<file path="config.mk">
export PLATFORM = sky130hd
export DESIGN_NAME = logic_unit_bist
export DESIGN_NICKNAME = d
export VERILOG_FILES = /design/src/rtl/logic_unit_pkg.sv /design/src/rtl/logic_unit_bist_seq.sv /design/src/rtl/logic_unit_bist.sv
export SDC_FILE = /design/constraint.sdc
export NUM_CORES = 1
export LEC_CHECK = 0
export CAP_MARGIN = 20
export CORE_ASPECT_RATIO = 1.25
export CORE_MARGIN = 2
export CORE_UTILIZATION = 51
export DETAILED_ROUTE_END_ITERATION = 6
export MAX_ROUTING_LAYER = met4
export PLACE_DENSITY = 0.8
export SLEW_MARGIN = 15
export SYNTH_ARGS = -nofsm -noshare
export SYNTH_HDL_FRONTEND = slang
export SYNTH_SLANG_ARGS = --single-unit
</file>
<file path="constraint.sdc">
create_clock -name clk -period 3.4 [get_ports clk]
set_input_delay 0.51 -clock clk [delete_from_list [all_inputs] [get_ports clk]]
set_output_delay 0.51 -clock clk [all_outputs]
set_load 0.1 [all_outputs]
</file>
<file path="src/rtl/logic_unit_pkg.sv">
// Shared types and constants for the registered logic unit and its BIST sequencer.
package logic_unit_pkg;

    typedef enum logic [1:0] {
        OP_AND  = 2'd0,
        OP_OR   = 2'd1,
        OP_XOR  = 2'd2,
        OP_ANDN = 2'd3
    } op_e;

    typedef enum logic [1:0] {
        BIST_IDLE  = 2'd0,
        BIST_RUN   = 2'd1,
        BIST_CHECK = 2'd2,
        BIST_DONE  = 2'd3
    } bist_state_e;

    localparam int BIST_VECTORS = 16;

    // Nibble per op (ANDN, XOR, OR, AND from MSB), bit selected by {a,b};
    // the whole constant is therefore indexed directly by the BIST vector index.
    localparam logic [15:0] GOLDEN_TT = {4'b0100, 4'b0110, 4'b1110, 4'b1000};

endpackage

</file>
<file path="src/rtl/logic_unit_bist_seq.sv">
// BIST sequencer: sweeps all op/lane combinations, checks the registered result
// one cycle behind the drive against the golden table, and reports pass/error count.
module logic_unit_bist_seq
    import logic_unit_pkg::*;
#(
    parameter int WIDTH = 8
) (
    input  logic             clk,
    input  logic             rst,
    input  logic             start,
    input  logic             out_valid,
    input  logic [WIDTH-1:0] result,
    output logic             run,
    output logic             start_acc,
    output logic [3:0]       idx,
    output logic             busy,
    output logic             done,
    output logic             pass,
    output logic [4:0]       err_cnt
);

    bist_state_e state_q, state_d;
    logic [3:0]  idx_q, idx_d;
    logic        chk_en_q, chk_en_d;
    logic [3:0]  chk_idx_q, chk_idx_d;
    logic [4:0]  err_q, err_d;
    logic        pass_q, pass_d;
    logic [4:0]  err_cnt_q, err_cnt_d;
    logic        mismatch;
    logic [4:0]  err_acc;

    always_ff @(posedge clk or posedge rst) begin
        if (rst) begin
            state_q   <= BIST_IDLE;
            idx_q     <= '0;
            chk_en_q  <= 1'b0;
            chk_idx_q <= '0;
            err_q     <= '0;
            pass_q    <= 1'b0;
            err_cnt_q <= '0;
        end else begin
            state_q   <= state_d;
            idx_q     <= idx_d;
            chk_en_q  <= chk_en_d;
            chk_idx_q <= chk_idx_d;
            err_q     <= err_d;
            pass_q    <= pass_d;
            err_cnt_q <= err_cnt_d;
        end
    end

    always_comb begin
        mismatch  = chk_en_q && (result != {WIDTH{GOLDEN_TT[chk_idx_q]}});
        err_acc   = err_q + {4'd0, mismatch};
        state_d   = state_q;
        idx_d     = idx_q;
        chk_en_d  = (state_q == BIST_RUN);
        chk_idx_d = idx_q;
        err_d     = err_acc;
        pass_d    = pass_q;
        err_cnt_d = err_cnt_q;
        start_acc = 1'b0;
        done      = 1'b0;
        case (state_q)
            BIST_IDLE: begin
                // A start while a result is still pending is dropped, not queued.
                if (start && !out_valid) begin
                    start_acc = 1'b1;
                    state_d   = BIST_RUN;
                    idx_d     = '0;
                    err_d     = '0;
                    pass_d    = 1'b0;
                    err_cnt_d = '0;
                end
            end
            BIST_RUN: begin
                idx_d = idx_q + 4'd1;
                if (idx_q == 4'(BIST_VECTORS - 1)) begin
                    state_d = BIST_CHECK;
                end
            end
            BIST_CHECK: begin
                state_d   = BIST_DONE;
                err_cnt_d = err_acc;
                pass_d    = (err_acc == 5'd0);
            end
            default: begin
                done    = 1'b1;
                state_d = BIST_IDLE;
            end
        endcase
    end

    assign run     = (state_q == BIST_RUN);
    assign busy    = (state_q == BIST_RUN) || (state_q == BIST_CHECK);
    assign idx     = idx_q;
    assign pass    = pass_q;
    assign err_cnt = err_cnt_q;

endmodule

</file>
<file path="src/rtl/logic_unit_bist.sv">
// Registered WIDTH-bit logic unit (AND/OR/XOR/ANDN) with valid/ready handshake
// and a built-in self-test that drives the same datapath and output register.
module logic_unit_bist
    import logic_unit_pkg::*;
#(
    parameter int WIDTH = 8
) (
    input  logic             clk,
    input  logic             rst,
    input  logic             in_valid,
    output logic             in_ready,
    input  logic [1:0]       op,
    input  logic [WIDTH-1:0] in_0,
    input  logic [WIDTH-1:0] in_1,
    output logic             out_valid,
    input  logic             out_ready,
    output logic [WIDTH-1:0] out,
    input  logic             bist_start,
    input  logic             bist_inject,
    output logic             bist_busy,
    output logic             bist_done,
    output logic             bist_pass,
    output logic [4:0]       bist_err_cnt
);

    logic [WIDTH-1:0] out_q, out_d;
    logic             out_valid_q, out_valid_d;
    logic             bist_run;
    logic             bist_start_acc;
    logic [3:0]       bist_idx;
    op_e              op_sel;
    logic [WIDTH-1:0] opa, opb, result;
    logic             accept;

    logic_unit_bist_seq #(.WIDTH(WIDTH)) u_seq (
        .clk       (clk),
        .rst       (rst),
        .start     (bist_start),
        .out_valid (out_valid_q),
        .result    (out_q),
        .run       (bist_run),
        .start_acc (bist_start_acc),
        .idx       (bist_idx),
        .busy      (bist_busy),
        .done      (bist_done),
        .pass      (bist_pass),
        .err_cnt   (bist_err_cnt)
    );

    always_ff @(posedge clk or posedge rst) begin
        if (rst) begin
            out_q       <= '0;
            out_valid_q <= 1'b0;
        end else begin
            out_q       <= out_d;
            out_valid_q <= out_valid_d;
        end
    end

    always_comb begin
        op_sel = op_e'(op);
        opa    = in_0;
        opb    = in_1;
        if (bist_run) begin
            op_sel = op_e'(bist_idx[3:2]);
            opa    = {WIDTH{bist_idx[1]}};
            opb    = {WIDTH{bist_idx[0]}};
        end
        result = '0;
        case (op_sel)
            OP_AND:  result = opa & opb;
            OP_OR:   result = opa | opb;
            OP_XOR:  result = opa ^ opb;
            default: result = opa & ~opb;
        endcase
        if (bist_run && bist_inject) begin
            result[0] = ~result[0];
        end
    end

    assign in_ready = !bist_busy && (!out_valid_q || out_ready);
    assign accept   = in_valid && in_ready;

    always_comb begin
        out_d       = out_q;
        out_valid_d = out_valid_q;
        if (bist_run || accept) begin
            out_d = result;
        end
        // An operand arriving with an accepted start is discarded so the run owns the register.
        if (bist_start_acc || bist_busy) begin
            out_valid_d = 1'b0;
        end else if (accept) begin
            out_valid_d = 1'b1;
        end else if (out_ready) begin
            out_valid_d = 1'b0;
        end
    end

    assign out       = out_q;
    assign out_valid = out_valid_q;

endmodule

</file>
==> flow_metrics.py, run 1 <==
metrics = {
    "status": {
        "status": "finished clean",
    },
    "placement": {
        "dp_slack_ns": 0.8204,
        "dp_hpwl_mm": 3.362,
        "port_buffers": 41,
        "gp_congestion": 0.8041,
    },
    "clock_tree": {
        "clock_sink_count": 31,
        "tritoncts": "built",
        "root_buffer": "clkbuf_8",
        "clkTransAtPathRegs_ns": 0.07,
        "ctsResizeCount": 0,
        "clock_latency_ns": 0.29,
        "post_cts_buffers": 0,
        "ctsHtreeMaxLevel": 2,
        "cts_made_buffers": 5,
        "holdBufCountCts": 0,
        "cts_buffer_depth": 2,
    },
    "detailed_routing": {
        "drt-wirelength-per-cell_microns": 14.77,
        "drtIter0Drc": 80,
        "viasPerCell": 5.436,
        "ant_nets": 0,
        "drc_errors": 0,
        "dr.pass1.iters": 4,
        "vias": 1669,
        "finalWirelength_mm": 4.533,
    },
    "synthesis": {
        "synthTopCellsByCount": "dfrtp_1 (31), ha_1 (22), a21oi_1 (21)",
        "syn_area_sq_mm": 0.002046,
        "synth_edf_count": 0,
        "synth_top_area_share_pct": 37.92,
        "synth_top_cell_by_area": "dfrtp_1",
        "synth.distinct_cells": 42,
        "async_flop_share_pct": 100.0,
        "synth_seq_cells": 31,
        "synth.net_count": 255,
        "synthFlopType": "dfrtp_1",
        "yosysWarningCount": 0,
        "synthTopCellsByArea": "dfrtp_1 (38%), ha_1 (13%), a21oi_1 (5.1%), xnor2_1 (3.9%), nand2_1 (3.3%)",
        "synth_cells": 209,
        "synth-seq-area-share_pct": 37.92,
        "avgSynthCellArea_sq_um": 9.788,
        "synth_most_common_cell": "dfrtp_1",
    },
    "critical_path": {
        "arrival_ns": 2.81,
        "cp-start-kind": "flop",
        "path_max_fanout": 10,
        "crit_start": "u_seq.state_q[1]$_DFFE_PP0P_",
        "r2r_start": "u_seq.state_q[1]$_DFFE_PP0P_",
        "crit_required_ns": 3.59,
        "endpoint_kind": "flop",
        "critical_path_class": "reg -> reg",
    },
    "sta": {
        "hold_violations": 0,
        "fin_crit_ns": 2.614,
        "setup_slack_ns": 0.7857,
        "slew_viol_final": 0,
        "tns_ns": 0,
        "finalSetupViolCount": 0,
        "tightest_slew_ns": 0.9665,
        "fmaxAchievable_mhz": 382.5,
        "rsz0062_at_grt": "no",
        "finalHoldWorstSlack_ns": 0.4651,
        "finalCritPeriodShare_pct": 76.89,
        "fin_skew_ns": 0.009875,
        "slew_headroom_pct": 35.36,
    },
    "grt": {
        "grt_max_degree": 32,
        "track_usage_pct": 22.68,
        "grt_pass1_vias": 1594,
        "grt_pass1_wl_mm": 7.341,
        "antenna_found_initial": 0,
        "grt-ovfl-total": 0,
    },
    "finish": {
        "layout-drive-gt1-share_pct": 8.696,
        "antennaDiodeCount": 0,
        "fill_cells": 316,
        "nets": 298,
        "area_delta_synth_final_pct": 25.81,
    },
    "floorplan": {
        "fp-row-count": 25,
        "die_width_microns": 60.65,
        "die_h_microns": 74.81,
        "core_area_sq_mm": 0.003816,
        "die_area_sq_mm": 0.004537,
        "start_util_pct": 53.61,
        "ios": 42,
    },
    "flow_run": {
        "maxCapViolations": 0,
    },
    "min_path": {
        "hold_path.class": "reg -> reg",
        "worstHoldStart": "u_seq.idx[1]$_DFFE_PP0P_",
    },
}
-- final timing paths --
kind,end,slack [ns],depth (start not counted)
worst max-delay path,out[0]$_DFFE_PP0P_,0.79,10
worst min-delay path,u_seq.chk_idx_q[1]$_DFF_PP0_,0.47,0
worst max register to register,out[0]$_DFFE_PP0P_,0.79,10
worst min register to register,u_seq.chk_idx_q[1]$_DFF_PP0_,0.47,0
max in group asynchronous,u_seq.idx[0]$_DFFE_PP0P_,2.51,3
min in group asynchronous,u_seq.err_q[2]$_DFF_PP0_,0.60,3
-- per-stage QoR --
| step | cell area [sq um] | utilization [%] | cells |
|---|---|---|---|
| 6_report | 2574 | 67.44 | 307 |
| 2_1_floorplan | 2046 | - | 209 |
| 3_5_place_dp | 2485 | 65.11 | 299 |
| 5_1_grt | 2574 | 67.44 | 307 |
| 3_3_place_gp | 2485 | 65.11 | 299 |
| 4_1_cts | 2574 | 67.44 | 307 |
-- final cells by class --
type,instances,area (sq um),share of cell area [%]
clock buffer,5,68.82,2.674
clock inverter,3,20.02,0.7778
inverter,15,56.30,2.188
multi-input combinational,155,1160,45.07
sequential,31,775.7,30.14
tap,54,67.56,2.625
timing repair buffer,44,425.4,16.53
-- registers in the layout, indices dropped and copies added, names as in the netlist --
| name | flops |
|---|---|
| out | 8 |
| u_seq.err_cnt | 5 |
| u_seq.err_q | 5 |
| u_seq.chk_idx_q | 4 |
| u_seq.idx | 4 |
| u_seq.state_q | 2 |
| out_valid | 1 |
| u_seq.chk_en_q | 1 |
| u_seq.pass | 1 |
-- routing by layer --
metal	up-vias	GRT usage, %	routed length, microns
li1	831	-	-
met1	792	29.65	2054
met2	40	34.53	2238
met3	6	4.296	153
met4	0	9.179	85
met5	-	-	0
-- worst max-delay path: stages, from the launching register on --
cell and delay (ns):
dfrtp_1 0.43, inv_1 0.10, ha_1 0.40, buf_4 0.25, and2_1 0.38, a21oi_1 0.09, ha_1 0.32, nand2_1 0.07
o211ai_1 0.10, and4_4 0.22, a221oi_2 0.16
-- cell usage in the layout (no fill, tap or decap), types with 2 or more instances in the layout --
| master | instances |
|---|---|
| inv_1 | 15 |
| clkdlybuf4s50_1 | 38 |
| o21ai_0 | 6 |
| nor2b_1 | 8 |
| ha_1 | 22 |
| clkinvlp_4 | 2 |
| a22o_1 | 4 |
| and2b_1 | 3 |
| o211a_1 | 5 |
| xor2_1 | 3 |
| a21oi_1 | 21 |
| dfrtp_1 | 31 |
| o31ai_1 | 7 |
| a32o_1 | 2 |
| o2bb2ai_1 | 2 |
| nor2_1 | 13 |
| mux2i_1 | 3 |
| or4_1 | 2 |
| o211ai_1 | 2 |
| nand4_1 | 2 |
| buf_4 | 6 |
| nand2_1 | 18 |
| clkbuf_8 | 5 |
| xnor2_1 | 9 |
| and2_1 | 3 |
| nand3_1 | 3 |
-- cell families (layout without fill, tap and decap cells) --
group                    after synthesis  count (layout)  share of synthesized area (%)
AND/OR/NAND/NOR                       58              58                          14.50
multiplexers                           5               5                          3.119
buffers and inverters                 23              67                          5.382
AO/OA/AOI/OAI                         58              58                          20.49
flip-flops                            31              31                          37.92
XOR/XNOR                              12              12                          5.138
adder cells (fa/ha/maj)               22              22                          13.46
Power of run 1 is not shown: default switching activity piles up to over one toggle a cycle in this logic, so the estimate is an artifact.
==> run 2, diff against run 1 <==
clock period = 2.5 ns   (was 3.4 ns; I/O delays follow)
==> flow_metrics.py, run 2 (synthesized netlist as in run 1, its figures left out) <==
metrics = {
    "status": {
        "status": "finished clean",
    },
    "grt": {
        "grt-ovfl-total": 0,
        "track_usage_pct": 22.55,
        "antenna_found_initial": 0,
        "grt_max_degree": 32,
        "grt_pass1_vias": 1630,
        "grt_pass1_wl_mm": 7.362,
    },
    "clock_tree": {
        "cts_made_buffers": 5,
        "cts_buffer_depth": 2,
        "clkTransAtPathRegs_ns": 0.07,
        "clock_latency_ns": 0.29,
        "holdBufCountCts": 0,
        "root_buffer": "clkbuf_8",
        "post_cts_buffers": 0,
        "clock_sink_count": 31,
        "ctsHtreeMaxLevel": 2,
        "tritoncts": "built",
    },
    "floorplan": {
        "fp-row-count": 25,
        "die_width_microns": 60.65,
        "die_h_microns": 74.81,
        "ios": 42,
        "start_util_pct": 53.61,
        "core_area_sq_mm": 0.003816,
        "die_area_sq_mm": 0.004537,
    },
    "sta": {
        "tightest_slew_ns": 0.5620,
        "slew_viol_final": 0,
        "finalCritPeriodShare_pct": 98.49,
        "hold_violations": 0,
        "finalSetupViolCount": 0,
        "fin_skew_ns": 0.008513,
        "fin_crit_ns": 2.462,
        "fmaxAchievable_mhz": 406.1,
        "slew_headroom_pct": 62.14,
        "rsz0062_at_grt": "yes",
    },
    "placement": {
        "dp_hpwl_mm": 3.284,
        "gp_congestion": 0.8671,
        "port_buffers": 41,
        "placed_cell_area_sq_mm": 0.002517,
    },
    "detailed_routing": {
        "viasPerCell": 5.422,
        "drc_errors": 0,
        "dr.pass1.iters": 4,
        "ant_nets": 0,
        "drt-wirelength-per-cell_microns": 14.63,
        "vias": 1697,
        "drtIter0Drc": 104,
        "finalWirelength_mm": 4.579,
    },
    "critical_path": {
        "arrival_ns": 2.64,
        "endpoint_kind": "flop",
        "crit_required_ns": 2.68,
        "cp-start-kind": "flop",
        "path_max_fanout": 3,
        "critical_path_class": "reg -> reg",
        "r2r_start": "u_seq.chk_idx_q[0]$_DFF_PP0_",
        "crit_start": "u_seq.chk_idx_q[0]$_DFF_PP0_",
    },
    "finish": {
        "antennaDiodeCount": 0,
        "fill_cells": 313,
        "largest_reg_flops": 8,
        "final_common_cell": "buf_4",
        "mostFrequentLayoutCells": "buf_4 (26), clkdlybuf4s50_1 (23), dfrtp_1 (23)",
        "nets": 304,
        "area_delta_synth_final_pct": 31.50,
        "finalInstanceArea_sq_mm": 0.002690,
        "layout-drive-gt1-share_pct": 23.55,
    },
    "min_path": {
        "hold_path.class": "reg -> reg",
        "worstHoldStart": "u_seq.idx[1]$_DFFE_PP0P_",
    },
    "flow_run": {
        "maxCapViolations": 0,
    },
}
run 2: worst max-delay path, stage by stage, from the launching register on:
cell and delay (ns):
dfrtp_1 0.39, inv_2 0.09, ha_4 0.20, mux4_2 0.46, o311a_1 0.38, ha_4 0.19
ha_4 0.18, xor2_4 0.20, nor4_4 0.05, a32o_1 0.23
run 2: final cells by class:
type	instances	area (sq um)	share of cell area [%]
multi-input cells	155	1246	46.33
flip-flops and latches	31	785.8	29.21
repair buffers	50	445.4	16.56
clock buffers	5	68.82	2.558
well taps	54	67.56	2.512
inverters	15	56.30	2.093
clock inverters	3	20.02	0.7442
run 2: path summary, 6_finish.rpt:
path                                                end  slack (ns)  depth (start not counted)
max                              u_seq.pass$_DFFE_PP0P_        0.04                          9
min                        u_seq.chk_idx_q[1]$_DFF_PP0_        0.45                          0
max reg2reg                      u_seq.pass$_DFFE_PP0P_        0.04                          9
min reg2reg                u_seq.chk_idx_q[1]$_DFF_PP0_        0.45                          0
max in group asynchronous            out[0]$_DFFE_PP0P_        1.72                          3
min in group asynchronous            out[6]$_DFFE_PP0P_        0.46                          3
run 2: per-stage QoR:
step            TNS (ns)  hold slack [ns]  util [%]  std cells  setup WS [ns]
2_1_floorplan  -0.004061           0.4096         -        209      -0.004061
6_report               0           0.4514     70.49        313        0.03783
3_5_place_dp     -0.1200           0.4412     65.97        305        -0.1161
5_1_grt         -0.01746           0.4752     70.49        313       -0.01746
4_1_cts         -0.05750           0.4569     69.61        313       -0.05750
3_3_place_gp    -0.01081           0.4372     65.97        305       -0.01081
run 2: per-layer routing:
layer  GRT usage (%)  share of wire [%]
met1           29.33                 47
met2           34.41                 49
met3           4.811                2.8
met4           8.454                1.5
met5               -                  0
run 2: what timing repair did:
action	in CTS	in global routing
pin swaps	5	5
endpoints found under the hold margin	0	0
resized for setup	8	5
setup endpoints to repair	2	2
Power of run 2 is left out for the same reason.
==> run 3, diff against run 2 <==
CORE_ASPECT_RATIO = 0.8   (was 1.25)
PLACE_DENSITY = 0.77   (was 0.8)
RECOVER_POWER = 100   (was not set)
==> flow_metrics.py, run 3 (synthesized netlist as in run 1, its figures left out) <==
metrics = {
    "min_path": {
        "hold_path.class": "reg -> reg",
    },
    "finish": {
        "fill_cells": 314,
        "antennaDiodeCount": 0,
        "area_delta_synth_final_pct": 29.73,
        "layout-drive-gt1-share_pct": 16.09,
        "mostFrequentLayoutCells": "dfrtp_1 (23), a21oi_1 (22), clkdlybuf4s50_1 (22)",
        "multi_input_area_sq_mm": 0.001231,
        "final_common_cell": "dfrtp_1",
        "nets": 306,
        "regArea_sq_um": 785.8,
        "largest_reg_flops": 8,
        "final_cells": 316,
    },
    "floorplan": {
        "die_h_microns": 60.65,
        "fp-row-count": 20,
        "core_area_sq_mm": 0.003829,
        "die_area_sq_mm": 0.004537,
        "die_width_microns": 74.81,
        "ios": 42,
        "start_util_pct": 53.43,
    },
    "sta": {
        "fin_skew_ns": 0.003856,
        "fmaxAchievable_mhz": 392.3,
        "slew_headroom_pct": -9.209,
        "fin_crit_ns": 2.549,
        "rsz0062_at_grt": "yes",
        "hold_violations": 0,
        "tightest_slew_ns": 1.638,
        "setup_slack_ns": -0.04936,
        "tns_ns": -0.06146,
        "finalCritPeriodShare_pct": 102.0,
        "slew_viol_final": 32,
        "finalSetupViolCount": 2,
    },
    "placement": {
        "gp_congestion": 0.8361,
        "placedCellCount": 306,
        "dp_hpwl_mm": 3.493,
        "port_buffers": 41,
    },
    "critical_path": {
        "crit_buf_inv": 2,
        "cp_cell_sequence": "inv_2, ha_4, mux4_2, o311a_1, ha_4, ha_4, buf_6, nand3_4, xor2_4, a32o_1",
        "arrival_ns": 2.73,
        "cp-start-kind": "flop",
        "max_stage_delay_ns": 0.45,
        "cp_top_family": "compound AO/OA/AOI/OAI gates",
        "crit_required_ns": 2.68,
        "endpoint_kind": "flop",
        "crit_slowest_cell": "mux4_2",
        "critical_path_class": "reg -> reg",
        "cpMostUsedCell": "ha_4",
        "path_max_fanout": 3,
    },
    "detailed_routing": {
        "drt-wirelength-per-cell_microns": 15.52,
        "finalWirelength_mm": 4.905,
        "drc_errors": 0,
        "vias": 1750,
        "viasPerCell": 5.538,
        "dr.pass1.iters": 4,
        "wl_met3_microns": 185,
        "met1_length_mm": 2.491,
        "ant_nets": 0,
        "drtIter0Drc": 117,
        "met2WireLength_mm": 2.162,
        "highest_layer": "met4",
    },
    "clock_tree": {
        "root_buffer": "clkbuf_8",
        "holdBufCountCts": 0,
        "cts_made_buffers": 5,
        "tritoncts": "built",
        "clkTransAtPathRegs_ns": 0.07,
        "clock_latency_ns": 0.29,
        "ctsHtreeMaxLevel": 2,
        "clock_sink_count": 31,
        "cts_buffer_depth": 2,
    },
    "grt": {
        "grt_pass1_wl_mm": 8.079,
        "antenna_found_initial": 0,
        "track_usage_pct": 24.85,
        "grt-ovfl-total": 0,
        "grt_max_degree": 32,
        "grt_pass1_vias": 1717,
    },
    "flow_run": {
        "maxCapViolations": 1,
    },
    "status": {
        "status": "complete, but fails checks",
        "violations": "max-capacitance violations, max-slew violations, negative setup slack",
    },
}
-- run 3: per-stage QoR --
stage                     util (%)  setup slack, ns  instance area [sq um]  hold slack, ns
after detailed placement     65.78         -0.09342                   2519          0.4479
after floorplan                  -        -0.004061                   2058          0.4096
after CTS                    70.03         -0.03208                   2681          0.4714
after global routing         69.31          -0.1333                   2654          0.4866
final                        69.31         -0.04936                   2654          0.4771
after global placement       65.78        -0.009593                   2519          0.4465
-- run 3: path summary, 6_finish.rpt --
check | to | slack (ns) | from | cells past startpoint
max in group asynchronous | out[4]$_DFFE_PP0P_ | 0.33 | rst | 3
setup reg to reg | u_seq.pass$_DFFE_PP0P_ | -0.05 | u_seq.chk_idx_q[1]$_DFF_PP0_ | 10
min in group asynchronous | u_seq.chk_en_q$_DFF_PP0_ | 1.10 | rst | 3
setup / recovery | u_seq.pass$_DFFE_PP0P_ | -0.05 | u_seq.chk_idx_q[1]$_DFF_PP0_ | 10
hold / removal | u_seq.chk_idx_q[1]$_DFF_PP0_ | 0.48 | u_seq.idx[1]$_DFFE_PP0P_ | 0
hold reg to reg | u_seq.chk_idx_q[1]$_DFF_PP0_ | 0.48 | u_seq.idx[1]$_DFFE_PP0P_ | 0
-- run 3: metal layers --
| metal | global-route usage, % | up-vias |
|---|---|---|
| li1 | - | 841 |
| met1 | 35.16 | 856 |
| met2 | 35.90 | 46 |
| met3 | 4.485 | 7 |
| met4 | 8.929 | 0 |
| met5 | - | - |
-- run 3: layout make-up --
cell class | instances | share of cell area, %
Clock buffer | 6 | 3.112
Sequential cell | 31 | 29.61
Multi-Input combinational cell | 155 | 46.39
Tap cell | 55 | 2.593
Clock inverter | 2 | 1.320
Timing Repair Buffer | 52 | 14.85
Inverter | 15 | 2.122
-- run 3: repair_timing --
action,CTS,global route
setup endpoints to repair,2,5
pin swaps,4,6
buffers inserted,2,0
endpoints found under the hold margin,0,0
gates resized for setup,6,9
Power of run 3 is left out for the same reason.
